==> src/rtl/rom_scan_ctrl_if.sv <==
// Bundles the scan controller's request, ROM read port and output stream.
// The master modport is the driving side; the slave modport belongs to the controller.
interface rom_scan_ctrl_if #(
  parameter int AW = 5,
  parameter int DW = 4
);
  logic          start;
  logic [AW-2:0] base;
  logic [AW-2:0] len;
  logic          rom_en;
  logic [AW-1:0] rom_addr;
  logic [DW-1:0] rom_data;
  logic          out_valid;
  logic          out_ready;
  logic [DW-1:0] out_data;
  logic [AW-2:0] out_addr;
  logic          busy;
  logic          done;

  modport master (
    output start, base, len, rom_data, out_ready,
    input  rom_en, rom_addr, out_valid, out_data, out_addr, busy, done
  );

  modport slave (
    input  start, base, len, rom_data, out_ready,
    output rom_en, rom_addr, out_valid, out_data, out_addr, busy, done
  );
endinterface

==> src/rtl/rom_scan_ctrl.sv <==
// Streams a window of a registered-output ROM into a small FIFO feeding a valid/ready consumer.
// Reads are throttled so every returning word is guaranteed a free queue slot.
module rom_scan_ctrl #(
  parameter int AW = 5,
  parameter int DW = 4,
  parameter int QD = 2
) (
  input logic            clk,
  input logic            rst_n,
  rom_scan_ctrl_if.slave bus
);
  localparam int BW = AW - 1;
  localparam int PW = $clog2(QD);
  localparam logic [PW-1:0] LAST_P = PW'(QD - 1);
  localparam logic [3:0]    QD_W   = 4'(QD);

  typedef enum logic [1:0] {
    S_IDLE  = 2'd0,
    S_RUN   = 2'd1,
    S_DRAIN = 2'd2
  } state_e;

  state_e        r_state;
  state_e        w_state_nxt;
  logic          w_issue;
  logic          w_pop;
  logic          w_done_nxt;
  logic [3:0]    w_occ;

  logic [BW-1:0] r_issue_addr;
  logic [BW-1:0] r_last_addr;
  logic [AW-1:0] r_rem;
  logic          r_pend;
  logic [BW-1:0] r_pend_addr;
  logic          r_busy;
  logic          r_done;

  logic [DW-1:0] r_q_data [QD];
  logic [BW-1:0] r_q_addr [QD];
  logic [PW-1:0] r_wp;
  logic [PW-1:0] r_rp;
  logic [2:0]    r_cnt;

  function automatic logic [PW-1:0] ptr_inc(input logic [PW-1:0] p);
    logic [PW-1:0] n;
    if (p == LAST_P) begin
      n = {PW{1'b0}};
    end else begin
      n = p + PW'(1);
    end
    return n;
  endfunction

  // Occupancy seen by a read issued now counts this cycle's pop, which keeps full rate at QD=2
  always_comb begin
    w_pop       = (r_cnt != 3'd0) && bus.out_ready;
    w_occ       = {1'b0, r_cnt} + {3'b000, r_pend} - {3'b000, w_pop};
    w_issue     = 1'b0;
    w_done_nxt  = 1'b0;
    w_state_nxt = r_state;
    case (r_state)
      S_IDLE: begin
        if (bus.start) begin
          w_state_nxt = S_RUN;
        end else begin
          w_state_nxt = S_IDLE;
        end
      end
      S_RUN: begin
        if ((r_rem != {AW{1'b0}}) && (w_occ < QD_W)) begin
          w_issue = 1'b1;
        end else begin
          w_issue = 1'b0;
        end
        if (w_issue && (r_rem == AW'(1))) begin
          w_state_nxt = S_DRAIN;
        end else begin
          w_state_nxt = S_RUN;
        end
      end
      S_DRAIN: begin
        if (w_pop && (r_cnt == 3'd1) && !r_pend) begin
          w_state_nxt = S_IDLE;
          w_done_nxt  = 1'b1;
        end else begin
          w_state_nxt = S_DRAIN;
        end
      end
      default: begin
        w_state_nxt = S_IDLE;
      end
    endcase
  end

  // State register
  always_ff @(posedge clk or negedge rst_n) begin
    if (!rst_n) begin
      r_state <= S_IDLE;
    end else begin
      r_state <= w_state_nxt;
    end
  end

  // Scan bookkeeping: next address, reads left, and the read whose data arrives next cycle
  always_ff @(posedge clk or negedge rst_n) begin
    if (!rst_n) begin
      r_issue_addr <= {BW{1'b0}};
      r_last_addr  <= {BW{1'b0}};
      r_rem        <= {AW{1'b0}};
      r_pend       <= 1'b0;
      r_pend_addr  <= {BW{1'b0}};
    end else begin
      if ((r_state == S_IDLE) && bus.start) begin
        r_issue_addr <= bus.base;
        r_rem        <= (bus.len == {BW{1'b0}}) ? {1'b1, {BW{1'b0}}} : {1'b0, bus.len};
      end else if (w_issue) begin
        r_issue_addr <= r_issue_addr + BW'(1);
        r_rem        <= r_rem - AW'(1);
        r_last_addr  <= r_issue_addr;
      end
      r_pend <= w_issue;
      if (w_issue) begin
        r_pend_addr <= r_issue_addr;
      end
    end
  end

  // Output FIFO: the returning ROM word is pushed with its address; head pops on transfer
  always_ff @(posedge clk or negedge rst_n) begin
    if (!rst_n) begin
      for (int i = 0; i < QD; i++) begin
        r_q_data[i] <= {DW{1'b0}};
        r_q_addr[i] <= {BW{1'b0}};
      end
      r_wp  <= {PW{1'b0}};
      r_rp  <= {PW{1'b0}};
      r_cnt <= 3'd0;
    end else begin
      if (r_pend) begin
        r_q_data[r_wp] <= bus.rom_data;
        r_q_addr[r_wp] <= r_pend_addr;
        r_wp           <= ptr_inc(r_wp);
      end
      if (w_pop) begin
        r_rp <= ptr_inc(r_rp);
      end
      r_cnt <= r_cnt + {2'b00, r_pend} - {2'b00, w_pop};
    end
  end

  // Status flags
  always_ff @(posedge clk or negedge rst_n) begin
    if (!rst_n) begin
      r_busy <= 1'b0;
      r_done <= 1'b0;
    end else begin
      r_busy <= (w_state_nxt != S_IDLE);
      r_done <= w_done_nxt;
    end
  end

  assign bus.rom_en    = w_issue;
  assign bus.rom_addr  = {1'b0, (w_issue ? r_issue_addr : r_last_addr)};
  assign bus.out_valid = (r_cnt != 3'd0);
  assign bus.out_data  = r_q_data[r_rp];
  assign bus.out_addr  = r_q_addr[r_rp];
  assign bus.busy      = r_busy;
  assign bus.done      = r_done;
endmodule

==> src/flat_wrapper.sv <==
// flat-port wrapper written by rule: the top's interface ports become plain ports
module rom_scan_ctrl_flat 
#(
  parameter int AW = 5,
  parameter int DW = 4,
  parameter int QD = 2
)
  (clk, rst_n, bus_start, bus_base, bus_len, bus_rom_data, bus_out_ready, bus_rom_en, bus_rom_addr, bus_out_valid, bus_out_data, bus_out_addr, bus_busy, bus_done);
  rom_scan_ctrl_if #(.AW(AW), .DW(DW)) bus_i ();
  input logic clk;
  input logic rst_n;
  input wire logic [$bits(bus_i.start)-1:0] bus_start;
  input wire logic [$bits(bus_i.base)-1:0] bus_base;
  input wire logic [$bits(bus_i.len)-1:0] bus_len;
  input wire logic [$bits(bus_i.rom_data)-1:0] bus_rom_data;
  input wire logic [$bits(bus_i.out_ready)-1:0] bus_out_ready;
  output wire logic [$bits(bus_i.rom_en)-1:0] bus_rom_en;
  output wire logic [$bits(bus_i.rom_addr)-1:0] bus_rom_addr;
  output wire logic [$bits(bus_i.out_valid)-1:0] bus_out_valid;
  output wire logic [$bits(bus_i.out_data)-1:0] bus_out_data;
  output wire logic [$bits(bus_i.out_addr)-1:0] bus_out_addr;
  output wire logic [$bits(bus_i.busy)-1:0] bus_busy;
  output wire logic [$bits(bus_i.done)-1:0] bus_done;
  assign bus_i.start = bus_start;
  assign bus_i.base = bus_base;
  assign bus_i.len = bus_len;
  assign bus_i.rom_data = bus_rom_data;
  assign bus_i.out_ready = bus_out_ready;
  assign bus_rom_en = bus_i.rom_en;
  assign bus_rom_addr = bus_i.rom_addr;
  assign bus_out_valid = bus_i.out_valid;
  assign bus_out_data = bus_i.out_data;
  assign bus_out_addr = bus_i.out_addr;
  assign bus_busy = bus_i.busy;
  assign bus_done = bus_i.done;
  rom_scan_ctrl #(.AW(AW), .DW(DW), .QD(QD)) u_core (.clk(clk), .rst_n(rst_n), .bus(bus_i));
endmodule
==> config.mk <==
export PLATFORM = sky130hd
export DESIGN_NAME = rom_scan_ctrl_flat
export DESIGN_NICKNAME = d
export VERILOG_FILES = /design/src/rtl/rom_scan_ctrl_if.sv /design/src/rtl/rom_scan_ctrl.sv /design/src/flat_wrapper.sv
export SDC_FILE = /design/constraint.sdc
export NUM_CORES = 1
export LEC_CHECK = 0
export BUFFER_PORTS_ARGS = -buffer_cell sky130_fd_sc_hd__clkbuf_2
export CAP_MARGIN = 20
export CORE_UTILIZATION = 60
export CTS_CLUSTER_SIZE = 24
export DETAILED_ROUTE_END_ITERATION = 10
export PLACE_DENSITY_LB_ADDON = 0.08
export RECOVER_POWER = 50
export SLEW_MARGIN = 20
export SYNTH_ARGS = -nofsm -noshare
export SYNTH_HDL_FRONTEND = slang
export SYNTH_SLANG_ARGS = --single-unit
==> constraint.sdc <==
create_clock -name clk -period 5.5 [get_ports clk]
set_input_delay 0 -clock clk [delete_from_list [all_inputs] [get_ports clk]]
set_output_delay 0 -clock clk [all_outputs]
set_load 0.005 [all_outputs]
==> metrics.log <==
INFO  metric area_growth_syn_to_layout = 16.82%
INFO  metric min_period = 4.084 ns
INFO  metric final-hold-violation-count = 0
INFO  metric max_ir_drop_vdd = 0.4132 mV
INFO  metric layout.filler_cells = 235
INFO  metric ff2ff_setup_slack = between 1.5 and 2 ns
INFO  metric yosys_warnings = 0
INFO  metric static-leakage-power = 1.104 nW
INFO  metric timing.final.crit_share = 0.7426
INFO  metric grt_util_all_layers = 0.2365
INFO  metric cp.arrival = 4.08 ns
INFO  metric grt.met3_usage = 0.07036
INFO  metric floorplan.initialDensity = 0.6531
INFO  metric finalInstanceArea = 0.002425 mm²
INFO  metric syn_area = 0.002076 mm²
INFO  metric detailedRoute.firstPassIterationCount = 4
INFO  metric maxClockFrequency = 244.8 MHz
INFO  metric hold_end = u_core.r_issue_addr[2]$_DFFE_PN0P_
INFO  metric run_status = complete, but fails checks
INFO  metric final-setup-viol-count = 0
INFO  metric post_route_cells_drive_above_1_share = 0.3507
INFO  metric rr_endpoint = u_core.r_rem[4]$_DFFE_PN0P_
INFO  metric numPortBuffers = 31
INFO  metric r2r.worst_path.cells = 10
INFO  metric worstSetupPathType = reg -> out
INFO  metric failing_checks = max-capacitance violations, max-slew violations
INFO  metric clk_transition_reported_paths = approximately 0.12 ns
INFO  metric synth_top_flop_cell = dfrtp_1
INFO  metric timing.max_slew.rel_slack = -0.5132
INFO  metric grt_first_pass_wirelength = around 6200 µm
INFO  metric clock_sinks = 43
INFO  metric synth_cell_count_leaders = 43 x dfrtp_1, 36 x mux2_2, 11 x nand2_1, 6 x ha_1, 6 x inv_1
INFO  metric synth_top_cells_by_area = dfrtp_1 52%, mux2_2 20%, ha_1 3.6%
INFO  metric timing.rr.start = u_core.r_cnt[1]$_DFF_PN0_
INFO  metric pin_count_of_the_biggest_net_entering_global_routing = 44
INFO  metric crit_path_start_kind = register
INFO  metric globalRouteMet2Util = 0.3862
INFO  metric die_w = 60.82 µm
INFO  metric worst_pin_slew = 2.270 ns
INFO  metric hold_path.class = in -> reg
INFO  metric synthesis_stage_register_bit_count = 43
INFO  metric netlist.area_leader.share = 0.5184
INFO  metric detailed_place_hpwl = around 2500 µm
INFO  metric placement.cell_area = 0.002225 mm²
INFO  metric most_frequent_cell_after_synthesis = dfrtp_1
INFO  metric fp.dieArea = 0.003699 mm²
INFO  metric tritoncts.num_buffers = 5
INFO  metric groute.layer.met1.usage = 0.3004
INFO  metric detail_route.drc_violations = 0
INFO  metric first_global_vias = 1,393
INFO  metric critical_path.endpoint_type = output port
INFO  metric syn_area_per_cell = 12.66 µm²
INFO  metric floorplan.core_area = 0.003178 mm²
INFO  metric gpl.final_weighted_congestion = 0.7748
INFO  metric fin_setup_tns = 0 ns
INFO  metric post_cts_buffers = 0
INFO  metric number_of_nets_at_the_end_of_the_flow = 233
INFO  metric synth_largest_area_cell = dfrtp_1
INFO  metric synth.lib_cells_used.distinct = 40
INFO  metric unrepaired_setup_endpoints_after_global_routing = no
INFO  metric boundaryPins = 33
INFO  metric placement_rows = 20
INFO  metric fraction_of_synthesis_flops_using_an_asynchronous_set_or_reset_pin = 1.000
INFO  metric worst_hold_path.num_cells = 4
INFO  metric holdCritStartpoint = bus_base[2]
INFO  metric timing_max_transition_violations_final = 44
INFO  metric powerDensity = around 580 mW/mm²
INFO  metric synth_enable_flop_cells = 0
INFO  metric avgViaCountPerCell = roughly 5.5
INFO  metric globalRoute.busiestLayer = met2
INFO  metric cts.path.max_buffers = 2
INFO  metric synth.net_count = 187
INFO  metric antenna_left = 0
INFO  metric tritoncts = built
INFO  metric cp_data_required_time = 5.50 ns
INFO  metric postRouteWirelength = ~3700 µm
INFO  metric first_iter_violations = 38
INFO  metric cts-root-buf = clkbuf_4
INFO  metric critical_path.max_fanout = 25
INFO  metric clk-insertion-delay-late = ~0.35 ns
INFO  metric number_of_cells_produced_by_synthesis = 164
INFO  metric total_of_max_cap_violations = 1
INFO  metric antenna_cells_inserted = 0
INFO  metric grt_antenna_before_repair = 0
INFO  metric chipHeight = 60.82 µm
INFO  metric gr-total-overflow = 0
INFO  metric routedWlPerCell = about 15 µm
INFO  metric h_tree_levels = 2
INFO  metric finalClockSkew = between 0.006 and 0.007 ns
INFO  metric dr_total_vias = 1,396
INFO  metric sequential_to_total_area_share_from_yosys_stat = 0.5184
## layer usage
layer	vias up	wire length, µm
li1	674	-
met1	677	1705
met2	37	1794
met3	8	159
met4	0	65
met5	-	0
## worst max path at each step
| stage | startpoint | endpoint | slack, ns | depth (start not counted) |
|---|---|---|---|---|
| finish | u_core.r_cnt[1]$_DFF_PN0_ | bus_rom_addr[3] | 1.42 | 10 |
| global route | u_core.r_cnt[1]$_DFF_PN0_ | bus_rom_addr[3] | 1.14 | 10 |
| CTS | u_core.r_cnt[1]$_DFF_PN0_ | bus_rom_addr[3] | 1.39 | 10 |
| detailed placement | u_core.r_cnt[1]$_DFF_PN0_ | u_core.r_rem[4]$_DFFE_PN0P_ | 1.80 | 10 |
| global placement | u_core.r_cnt[1]$_DFF_PN0_ | u_core.r_rem[4]$_DFFE_PN0P_ | 1.99 | 10 |
| floorplan | u_core.r_cnt[1]$_DFF_PN0_ | u_core.r_rem[4]$_DFFE_PN0P_ | 2.50 | 12 |
## worst max-delay path: stages, from the launching register on
cell,delay [ns]
dfrtp_1,0.41
or3_1,0.42
nand2_1,0.15
nand2_1,0.08
ha_1,0.21
fa_1,0.45
nand2b_1,0.19
a2111oi_2,0.41
o21a_1,0.85
mux2_2,0.44
clkbuf_2,0.11
## logic make-up (layout without fill, tap and decap cells)
kind of cell | count (synthesis) | count (layout) | synth area share
muxes | 38 | 38 | 0.2049
AOI/OAI and AO/OA | 21 | 21 | 0.07474
DFF | 43 | 43 | 0.5184
adders and majority gates | 7 | 7 | 0.04581
other | 1 | 1 | 0.001807
and+or+nand+nor | 34 | 34 | 0.08440
xor gates and xnor gates | 7 | 7 | 0.02954
buffers and inverters | 13 | 60 | 0.04039
## area by class of cell
| type | count | area (µm²) | area share |
|---|---|---|---|
| inverters | 6 | 22.52 | 0.009288 |
| flip-flops and latches | 43 | 1076 | 0.4438 |
| multi-input cells | 108 | 915.9 | 0.3777 |
| clock buffers | 6 | 41.29 | 0.01703 |
| well taps | 44 | 55.05 | 0.02270 |
| clock inverters | 2 | 12.51 | 0.005160 |
| repair buffers | 46 | 301.5 | 0.1244 |
## what timing repair did
item	4_1_cts	5_1_grt
gates resized for setup	0	0
endpoints found under the hold margin	62	0
hold buffers	15	0
## stage by stage
step | util | total power [mW] | instances | setup WS [ns] | hold WS (ns)
2_1_floorplan | - | 1.110 | 164 | 2.502 | -0.2956
3_3_place_gp | 0.7000 | 1.205 | 232 | 1.991 | 0.2015
3_5_place_dp | 0.7000 | 1.251 | 232 | 1.801 | 0.2178
4_1_cts | 0.7642 | 1.410 | 255 | 1.394 | 0.3744
5_1_grt | 0.7630 | 1.521 | 255 | 1.142 | 0.4077
6_report | 0.7630 | 1.398 | 255 | 1.416 | 0.4016
## state kept, by name (all words and copies together), names as in the netlist, 2 cells and up
signal / flops
u_core.r_cnt: 3
u_core.r_issue_addr: 4
u_core.r_last_addr: 4
u_core.r_pend_addr: 4
u_core.r_q_addr: 8
u_core.r_q_data: 8
u_core.r_rem: 5
u_core.r_state: 2
## report_power, final
group | total (mW) | internal, mW | switching [mW]
logic | 0.671 | 0.367 | 0.304
clock network | 0.147 | 0.0493 | 0.0977
registers | 0.581 | 0.464 | 0.117
## cells in the final DEF, fill, tap and decap left out, types with 2 or more instances in the layout
cell type and n:
dfrtp_1 43, mux2_2 36, clkbuf_2 28, dlygate4sd3_1 15
nand2_1 11, inv_1 6, ha_1 6, nor2_1 5
clkbuf_4 5, xor2_1 4, nor3_1 4, clkbuf_1 4
nor2b_1 3, a21oi_1 3, xnor2_1 3, o21ai_1 3
nand3_1 2, a211oi_1 2, o21ai_0 2, mux2i_1 2
a32o_1 2, o211ai_1 2
Power figures use the tool's default switching activity.
